File: config.mk
export PLATFORM = sky130hd
export DESIGN_NAME = fetch_unit
export DESIGN_NICKNAME = d
export VERILOG_FILES = /design/src/rtl/fetch_unit_pkg.sv /design/src/rtl/fetch_unit_pc_reg.sv /design/src/rtl/fetch_unit.sv
export SDC_FILE = /design/constraint.sdc
export NUM_CORES = 1
export LEC_CHECK = 0
export CAP_MARGIN = 10
export CORE_MARGIN = 2
export CORE_UTILIZATION = 47
export DETAILED_ROUTE_END_ITERATION = 10
export PLACE_DENSITY = 0.88
export RECOVER_POWER = 25
export SLEW_MARGIN = 0
export SYNTH_ARGS = -nofsm -noshare
export SYNTH_HDL_FRONTEND = slang
export SYNTH_SLANG_ARGS = --single-unit
File: constraint.sdc
create_clock -name clk -period 4.2 [get_ports clk]
set_input_delay 0.63 -clock clk [delete_from_list [all_inputs] [get_ports clk]]
set_output_delay 0.63 -clock clk [all_outputs]
set_load 0.05 [all_outputs]
File: src/rtl/fetch_unit_pkg.sv
// Shared definitions for the fetch stage: instruction field layout,
// opcode/register constants used by the program memory image, and the
// fetch state encoding.
package fetch_unit_pkg;

   localparam int OPC_W = 4;
   localparam int REG_W = 2;

   localparam logic [OPC_W-1:0] OPCODE_NOP = 4'h0;
   localparam logic [OPC_W-1:0] OPCODE_ADD = 4'h1;
   localparam logic [OPC_W-1:0] OPCODE_SUB = 4'h2;
   localparam logic [OPC_W-1:0] OPCODE_AND = 4'h3;

   localparam logic [REG_W-1:0] R0 = 2'd0;
   localparam logic [REG_W-1:0] R1 = 2'd1;
   localparam logic [REG_W-1:0] R2 = 2'd2;
   localparam logic [REG_W-1:0] R3 = 2'd3;

   typedef enum logic [1:0] {
      ST_RUN  = 2'd0,
      ST_HALT = 2'd1,
      ST_DONE = 2'd2
   } fetch_state_t;

   function automatic logic [OPC_W+REG_W-1:0] make_ins(input logic [OPC_W-1:0] opc,
                                                       input logic [REG_W-1:0] rsel);
      return {opc, rsel};
   endfunction

endpackage

File: src/rtl/fetch_unit_pc_reg.sv
// Program counter: jump load, increment, and either wrap or hold at the
// last address depending on WRAP.
module fetch_unit_pc_reg #(
   parameter int ADDR_W = 5,
   parameter int WRAP   = 0
) (
   input  logic              clk,
   input  logic              rst_n,
   input  logic              jump,
   input  logic [ADDR_W-1:0] jump_addr,
   input  logic              inc,
   output logic [ADDR_W-1:0] pc,
   output logic              at_last
);

   localparam logic HOLD_AT_END = (WRAP == 0);

   assign at_last = (pc == {ADDR_W{1'b1}});

   // PC update: redirect wins over increment; without wrap the last address is sticky.
   always_ff @(posedge clk or negedge rst_n) begin
      if (!rst_n) begin
         pc <= '0;
      end else if (jump) begin
         pc <= jump_addr;
      end else if (inc && !(at_last && HOLD_AT_END)) begin
         pc <= pc + ADDR_W'(1);
      end
   end

endmodule

File: src/rtl/fetch_unit.sv
// Instruction fetch stage: drives the program-memory address from the PC,
// captures the returned word into the instruction register and hands it to
// the decoder over valid/ready. Handles jump, halt/resume and end of program.
//
//   state | meaning
//   RUN   | fetching one word per cycle whenever the IR can be loaded
//   HALT  | fetch stopped by halt_req; IR drains, resume returns to RUN
//   DONE  | last address fetched (no wrap); only jump or reset leave it
module fetch_unit
   import fetch_unit_pkg::*;
#(
   parameter int ADDR_W = 5,
   parameter int INS_W  = 6,
   parameter int WRAP   = 0
) (
   input  logic              clk,
   input  logic              rst_n,
   output logic [ADDR_W-1:0] addr,
   input  logic [INS_W-1:0]  ins_in,
   output logic [INS_W-1:0]  ir_out,
   output logic [ADDR_W-1:0] ir_pc,
   output logic              ir_valid,
   input  logic              ir_ready,
   input  logic              jump_en,
   input  logic [ADDR_W-1:0] jump_addr,
   input  logic              halt_req,
   input  logic              resume,
   output logic              halted
);

   localparam logic [INS_W-1:0] IR_RESET = INS_W'({OPCODE_NOP, {REG_W{1'b0}}});
   localparam logic             STOP_AT_END = (WRAP == 0);

   fetch_state_t      state;
   logic              load;
   logic              fetch;
   logic [ADDR_W-1:0] pc;
   logic              at_last;

   assign load   = !ir_valid || ir_ready;
   // A fetch only happens in RUN when nothing of higher priority claims the edge.
   assign fetch  = (state == ST_RUN) && !jump_en && !halt_req && load;
   assign addr   = pc;
   assign halted = (state != ST_RUN);

   fetch_unit_pc_reg #(
      .ADDR_W (ADDR_W),
      .WRAP   (WRAP)
   ) u_pc_reg (
      .clk       (clk),
      .rst_n     (rst_n),
      .jump      (jump_en),
      .jump_addr (jump_addr),
      .inc       (fetch),
      .pc        (pc),
      .at_last   (at_last)
   );

   // Fetch FSM and instruction register.
   always_ff @(posedge clk or negedge rst_n) begin
      if (!rst_n) begin
         state    <= ST_RUN;
         ir_out   <= IR_RESET;
         ir_pc    <= '0;
         ir_valid <= 1'b0;
      end else if (jump_en) begin
         // Redirect flushes the held word even if the decoder is taking it.
         state    <= ST_RUN;
         ir_valid <= 1'b0;
      end else begin
         unique case (state)
            ST_RUN: begin
               if (halt_req) begin
                  state <= ST_HALT;
                  if (ir_ready) ir_valid <= 1'b0;
               end else if (load) begin
                  ir_out   <= ins_in;
                  ir_pc    <= pc;
                  ir_valid <= 1'b1;
                  if (at_last && STOP_AT_END) state <= ST_DONE;
               end
            end
            ST_HALT: begin
               if (ir_ready) ir_valid <= 1'b0;
               if (!halt_req && resume) state <= ST_RUN;
            end
            ST_DONE: begin
               if (ir_ready) ir_valid <= 1'b0;
            end
            default: state <= ST_RUN;
         endcase
      end
   end

endmodule

==> impl_summary.md, run 1 <==
GRT
Entering global routing, the biggest net connects 20 pins. The wire length of the first global-routing pass is 3550 um. Global routing used 19.0% of the available tracks across all layers. The initial antenna violation count is 0. The remaining global-route overflow is 0. The number of global-route vias before repair is 759.

Pwr
In this run the power density over the cells is 707 nW/um^2. The maximum vdd ir drop is 0.418 mV. Cell internal power was estimated by the tool at 0.524 mW.

The analysis attributes to cell leakage a power of 0.615 nW. The switching power of the nets is 0.450 mW. In this run, flip-flops and latches consume 30.6% of the power. The part of the total power dissipated in the clock network is 9.7%. Net switching is 46.2% of the power. Combinational cells account for 59.7% of the total power.

Synth
The proportion of synthesized area in mux cells is 20.4%. The area share of and/or/nand/nor cells after synthesis is 15.5%. After synthesis the netlist holds a flip-flop and latch count of 19.

After Yosys synthesis, XOR and XNOR cells account for 2.65% of the synthesized area. The portion of synthesized cell area occupied by the leading cell type is 47.9%. The count of cell types in the netlist is 27. The predominant post-synthesis flop cell is dfrtp_1. During synthesis, Yosys emitted a total of 0 warnings. The top cell type by total area after synthesis is dfrtp_1. Yosys mapped a number of flops with a built-in enable equal to 0. In the synthesized netlist, the number of instances is 76. In this run the cell area of the synthesized design comes to 992 sq um. The arithmetic-cell share of the synthesized area counting full adders, half adders and majority gates is 6.31%.

Among all cell types in the netlist, the one instantiated most often is dfrtp_1. Summing the areas of all compound-gate instances in the mapped netlist gives 4.54% of the synthesized area. The share of async-settable or async-resettable flops after synthesis is 100%. In the post-synthesis netlist, the biggest area contributors are dfrtp_1, mux2_4, ha_1. The number of nets in the synthesized netlist is 98. In this run the mean area of a mapped cell was 13.1 sq um. Counting instances in the post-synthesis netlist gives the leading cell types as dfrtp_1, mux2_4, ha_1. The dominant combinational cell family by area after synthesis is multiplexers. After synthesis, flip-flops and latches occupy 47.9% of the total area.

Clock tree
After clock tree synthesis, the repair step resized 0 gates. The number of buffers inserted during clock tree synthesis is 3. The CTS H-tree depth is 1. TritonCTS built the clock tree.

The number of setup buffers added after CTS is 0. The clock network latency to the later pin of the worst-skew pair is 0.30 ns. After clock tree synthesis, the flow added hold-fix buffers numbering 0. The clock-pin slew on the worst setup and hold paths is 0.10 ns. The worst-case clock buffer depth is 2. Counting every sink on the clock net gives 19. The root buffer selected by CTS is clkbuf_4.

Cells and area
The share of layout cells above drive strength 1 is 17.9%. Relative to the synthesized area, the layout overhead comes to 38.8%. The post-layout utilization of the core is 69.5%. The final net count is 135. The area of all placed cells without fillers is 1380 sq um.

The count of inserted antenna diode cells is 0.

Worst setup path
Tracing the worst setup path back leads to its startpoint at state[0]. The worst setup path is of the register to primary output kind. In this run the critical register-to-register path is captured at state[1]. The number of buffers and inverters on the critical path is 3. In this design, the critical path's most frequently occurring cell is inv_1.

Among all stages on the critical path, the largest delay is contributed by clkdlybuf4s50_1. The largest driver fanout on the critical path is 5. Walking the worst path, the cells encountered are inv_1, ha_1, inv_1, clkdlybuf4s50_1.

Counting buffers and inverters, the worst setup path is 4 cells deep. The critical path capture point is halted. The maximum cell stage delay along the critical path is 0.79 ns. The endpoint type of the worst setup path is a primary output. In this run the critical register-to-register path is launched from u_pc_reg.pc[0]. The length in cells of the worst reg-to-reg path is 6. The element type at the critical path start is a register. The data arrival time of the critical path is 1.84 ns. The family of cells with the greatest summed delay on the critical path is buffers and inverters. Data on the critical path is required at its endpoint by 3.57 ns.

The register-to-register path setup slack is 2.25 ns.

Floorplan
In this run the core area contains 16 standard-cell rows. The die is 49.9 um tall. The area of the core is 1980 sq um. The width of the chip is 49.9 um. The die covers 2490 sq um.

The starting density of the core is 50.1%. The number of top-level design ports is 35.

Timing
Setup repair after global routing left no endpoint under its margin. The worst relative slew slack is 45.0%. The aggregate negative setup slack is 0 ns. For this run, the top clock speed supported by timing is 0.405 GHz. The hold violation count in the final report came to 0. After layout, the worst path uses 58.7% of the clock period. The final count of pins violating max slew was 0. For the final database, setup skew stands at 0.00400 ns. The routed design could run at a clock period as short as 2.47 ns. Setup violations remaining at the end of the flow were counted as 0. For the pin with the worst max-slew slack, the measured transition is 0.822 ns.

Route
Dividing the detail-routed via count by the number of cells gives 5.01. After detailed routing, the average wire length per cell comes to 14.8 um. After detailed routing, the number of remaining DRC violations is 0. The number of DRC violations after detailed-routing iteration 0 is 5. The routed design has 2060 um of wire. The count of antenna-violating nets left after detailed routing is 0.

The first detailed-routing pass ran for 4 iterations. The number of vias after detailed routing is 696.

Hold path
The path class of the tightest hold or removal check is register to register.

Status
The run finished with clean final reports.

Flow run
Across the run, the number of max-cap violations was 0.

Placement
In this run the cell area measured after placement is 1350 sq um. The detailed placement HPWL is 1610 um. Input and output buffers added on the ports amount to 34.

The routability-driven placement congestion ratio is 0.738.
stage by stage:
step | hold slack (ns) | total power, mW | instances | setup WS, ns
final | 0.526 | 0.974 | 139 | 1.73
after detailed placement | 0.501 | 0.888 | 135 | 1.63
after global routing | 0.544 | 1.02 | 139 | 1.62
after floorplan | 0.334 | 0.698 | 76 | 2.15
after global placement | 0.490 | 0.867 | 135 | 1.66
after CTS | 0.531 | 0.982 | 139 | 1.73
cells by family after synthesis:
family / count (synthesis)
muxes: 15
and+or+nand+nor: 21
AOI/OAI and AO/OA: 8
xor gates and xnor gates: 3
buffers and inverters: 5
DFF: 19
adders and majority gates: 5
metal layers:
metal  track usage [%]  share of wire [%]  up-vias
met1              21.2                 40      335
met4              8.33                2.1        0
li1                  -                  -      334
met5                 0                  0        -
met3              3.64                4.1        5
met2              34.7                 53       22
sequential cells by signal (all words and copies together) (netlist names):
name,cells
u_pc_reg.pc,5
ir_out,6
ir_pc,5
state,2
ir_valid,1
power groups by stage:
stage	clock network (mW)	registers, mW	logic [mW]
after floorplan	0	0.517	0.181
after global placement	0	0.295	0.572
after detailed placement	0	0.303	0.585
after CTS	0.0966	0.299	0.587
after global routing	0.106	0.306	0.610
final	0.0946	0.298	0.581
worst reg2reg max path: stages (launching register included):
cell	delay, ns
dfrtp_1	0.45
ha_1	0.20
and3_1	0.17
ha_1	0.29
a21oi_1	0.11
a211oi_1	0.41
mux2i_1	0.24
layout make-up:
| class | instances | area [sq um] |
|---|---|---|
| Fill cell | 135 | 604 |
| Multi-Input combinational cell | 52 | 490 |
| Sequential cell | 19 | 475 |
| Timing Repair Buffer | 34 | 340 |
| Tap cell | 27 | 33.8 |
| Clock buffer | 4 | 26.3 |
| Inverter | 3 | 11.3 |
how the worst min path moves through the flow:
stage / startpoint / end / cells past startpoint
after floorplan: rst_n / ir_out[0] / 0
after global placement: ir_out[2] / ir_out[2] / 1
after detailed placement: ir_out[3] / ir_out[3] / 1
after CTS: ir_out[3] / ir_out[3] / 1
after global routing: ir_out[0] / ir_out[0] / 1
final: ir_out[3] / ir_out[3] / 1
cells in the final DEF (no fill, tap or decap), types with 4 or more instances in the layout:
cell / instances
clkdlybuf4s50_1: 32
dfrtp_1: 19
mux2_4: 10
ha_1: 5
nand2b_1: 4
nand2_1: 4
o21ai_1: 4
(Power assumes the default switching activity.)
==> inputs of run 2 (changes only) <==
Settings changed: CORE_UTILIZATION 47 to 39, PLACE_DENSITY 0.88 to 0.79.
Clock period 4.2 ns to 2.05 ns, I/O delays scaled along.
==> run 2 against run 1 <==
Global-route usage decreased by 4.0 points. Highest routed layer unchanged. Largest cell class unchanged. Worst hold slack got worse by 0.0086 ns. First-iteration DRC count increased by 20%. Final area increased by 2.1%.
==> impl_summary.md, run 2 (synthesis gave the netlist of run 1 again) <==
Worst setup path
The endpoint identified for the worst register-to-register timing path is u_pc_reg.pc[3]. The critical path goes through inv_1, ha_1, or3b_4, nor4_2, xor2_1, mux2_2. The critical path capture point is u_pc_reg.pc[3]. STA classifies the critical path endpoint as a register. The largest driver fanout on the critical path came to 5 (unchanged). The length in cells of the worst reg-to-reg path was 6 (unchanged). The standard cell with the maximum stage delay on the critical path is or3b_4. The data arrival time of the critical path was 2.15 ns (+0.31 ns). The endpoint required time on the critical path came to 2.24 ns (-1.33 ns).

The worst setup path is launched from a register. The startpoint of the most critical register-to-register path is state[0]. The maximum cell stage delay along the critical path is 0.45 ns (-0.34 ns). The kind of critical path is register to register.

The register-to-register path setup slack came to 0.09 ns (-2.16 ns). The most critical setup path has its startpoint at state[0].

Pwr
The final total power came to 1.99 mW (+100%). The leakage dissipation is 0.631 nW (+2.7%). The power per cell area was 1410 nW/um^2 (+100%).

The maximum vdd ir drop is 0.792 mV (+90%).

Timing
The slew at the pin with the worst max-slew slack is 1.02 ns (+0.201 ns). The hold violation count in the final report is 0 (unchanged). Setup repair after global routing left no endpoint under its margin. The aggregate negative setup slack is 0 ns (unchanged). Counting I/O delays and the setup requirement, the final critical path takes 1.96 ns. The highest achievable clock rate is 0.510 GHz. The worst relative slew slack is 31.8% (-13 points). The final setup violation count is 0 (unchanged). The worst hold margin came to 0.517 ns (-0.00858 ns).

The maximum clock skew at final layout is 0.00808 ns (+0.00407 ns). After layout, the worst path uses 95.6% of the clock period. The worst setup slack after layout is 0.0908 ns (-1.64 ns). The final count of pins violating max slew is 0 (unchanged).

Clock tree
The worst-case clock buffer depth is 2 (unchanged). The number of buffers inserted during clock tree synthesis is 3 (unchanged). The root buffer selected by CTS is clkbuf_4.

The CTS H-tree depth is 1 (unchanged). The total of cells resized after clock tree synthesis came to 0 (unchanged). The clock-pin slew on the worst setup and hold paths is 0.11 ns (about the same). The clock network latency to the later pin of the worst-skew pair was 0.29 ns (about the same).

The number of setup buffers added after CTS was 0 (unchanged). The count of hold-fix buffers inserted at cts is 0 (unchanged). The total number of clock tree sinks was 19 (unchanged).

The CTS tree is done.

Route
The average vias per placed instance is 4.95 (-1.1%). The detailed-routing iteration count for the pre-antenna-repair pass is 4 (unchanged). The routed length per instance is 13.6 um (-7.8%). The total wire length is 1990 um (-3.1%). The number of DRC violations after detailed-routing iteration 0 is 6 (+1). The count of antenna-violating nets left after detailed routing is 0 (unchanged). The number of vias after detailed routing is 723 (+3.9%).

The post-route DRC violation count was 0 (unchanged).

GRT
The wire length of the first global-routing pass was 3160 um (-11%). The number of global-route vias before repair is 752 (-0.92%). The maximum number of pins on one net before global-route repair was 20 (unchanged). The total routing resource utilization after global routing is 15.0% (-4.0 points).

The initial antenna violation count is 0 (unchanged). The remaining global-route overflow is 0 (unchanged).

Floorplan
The starting density of the core is 40.4% (-9.6 points). The number of top-level design ports came to 35 (unchanged). The width of the chip is 54.4 um (+9.0%). The area of the core came to 2450 sq um (+24%). The die area is 2960 sq um (+19%). The row count is 18 (+2). The die extent in y is 54.4 um (+9.0%).

Cells and area
The count of non-filler cells in the finished layout is 146 (+5.0%). The flip-flop count of the largest register after layout came to 6 (unchanged). The number of filler instances in the final layout is 227 (+68%). Leaving out fill and tap cells, the most frequent cell in the layout is clkdlybuf4s50_1. Leaving out fill and tap cells, the most frequent cells in the layout are clkdlybuf4s50_1, dfrtp_1, mux2_4. The final net count is 139 (+3.0%). Compared with the post-synthesis result, the final layout area differs by 41.7%. The count of inserted antenna diode cells was 0 (unchanged). The share of layout cells above drive strength 1 came to 21.6% (+3.7 points).

The area of all placed cells without fillers is 1410 sq um (+2.1%). The post-layout utilization of the core was 57.3% (-12 points). Counting flops per register, the top entry is ir_out.

The largest registers in the layout are ir_out: 6 flops, ir_pc: 5 flops, u_pc_reg.pc: 5 flops.

Flow run
The count of max-cap constraint violations is 0 (unchanged).

Hold path
The startpoint identified for the worst hold timing path is ir_out[3]. The tightest min-delay check is of the register to register type.

Placement
The total of buffers placed on input and output ports is 34 (unchanged). The total instance count after detailed placement is 142 (+5.2%). The pre-CTS setup slack is 0.0807 ns (-1.54 ns). The placement-stage cell area is 1380 sq um (+2.4%). The routability-driven placement congestion ratio was 0.764 (+3.5%). The detailed placement HPWL is 1570 um (-2.6%).

Status
The run finished with clean final reports.
[run 2: changes by cell type in the layout (fill, tap and decap cells not counted), sizes merged]
cell,delta
buf,+4
clkbuf,+1
dlygate4sd3,-1
[run 2: worst min-delay path by stage]
stage	endpoint	slack (ns)	cells after the start
after floorplan	ir_out[0]	0.01	0
after global placement	ir_out[4]	0.49	1
after detailed placement	ir_out[3]	0.49	1
after CTS	ir_valid	0.34	2
after global routing	ir_out[0]	0.54	1
final	ir_out[3]	0.52	1
[run 2: area by class of cell]
type | count | area (sq um) | share of cell area [%]
flip-flops and latches | 19 | 477 | 33.9
multi-input cells | 52 | 490 | 34.9
clock buffers | 4 | 26.3 | 1.87
inverters | 3 | 11.3 | 0.801
well taps | 30 | 37.5 | 2.67
repair buffers | 38 | 364 | 25.9
[run 2: per-layer routing]
metal	vias up	part of all wire [%]	routed length (um)	global-route usage, %
met4	0	0.65	13	5.00
met3	2	6.2	124	2.73
li1	348	-	-	-
met1	344	44	873	19.2
met5	-	0	0	0
met2	29	49	979	25.5
[run 2: power by group]
group,leakage (nW),total (mW),internal (mW),switching [mW]
clock network,0.0150,0.184,0.0755,0.108
logic,0.387,1.20,0.491,0.711
registers,0.230,0.602,0.514,0.0878
[run 2: worst max-delay path, delay by kind of cell (launching register included)]
family / cells / cell delay (ns)
xor gates and xnor gates: 1 / 0.10
buffers and inverters: 1 / 0.11
muxes: 1 / 0.26
and+or+nand+nor: 2 / 0.72
adders and majority gates: 1 / 0.25
DFF: 1 / 0.40
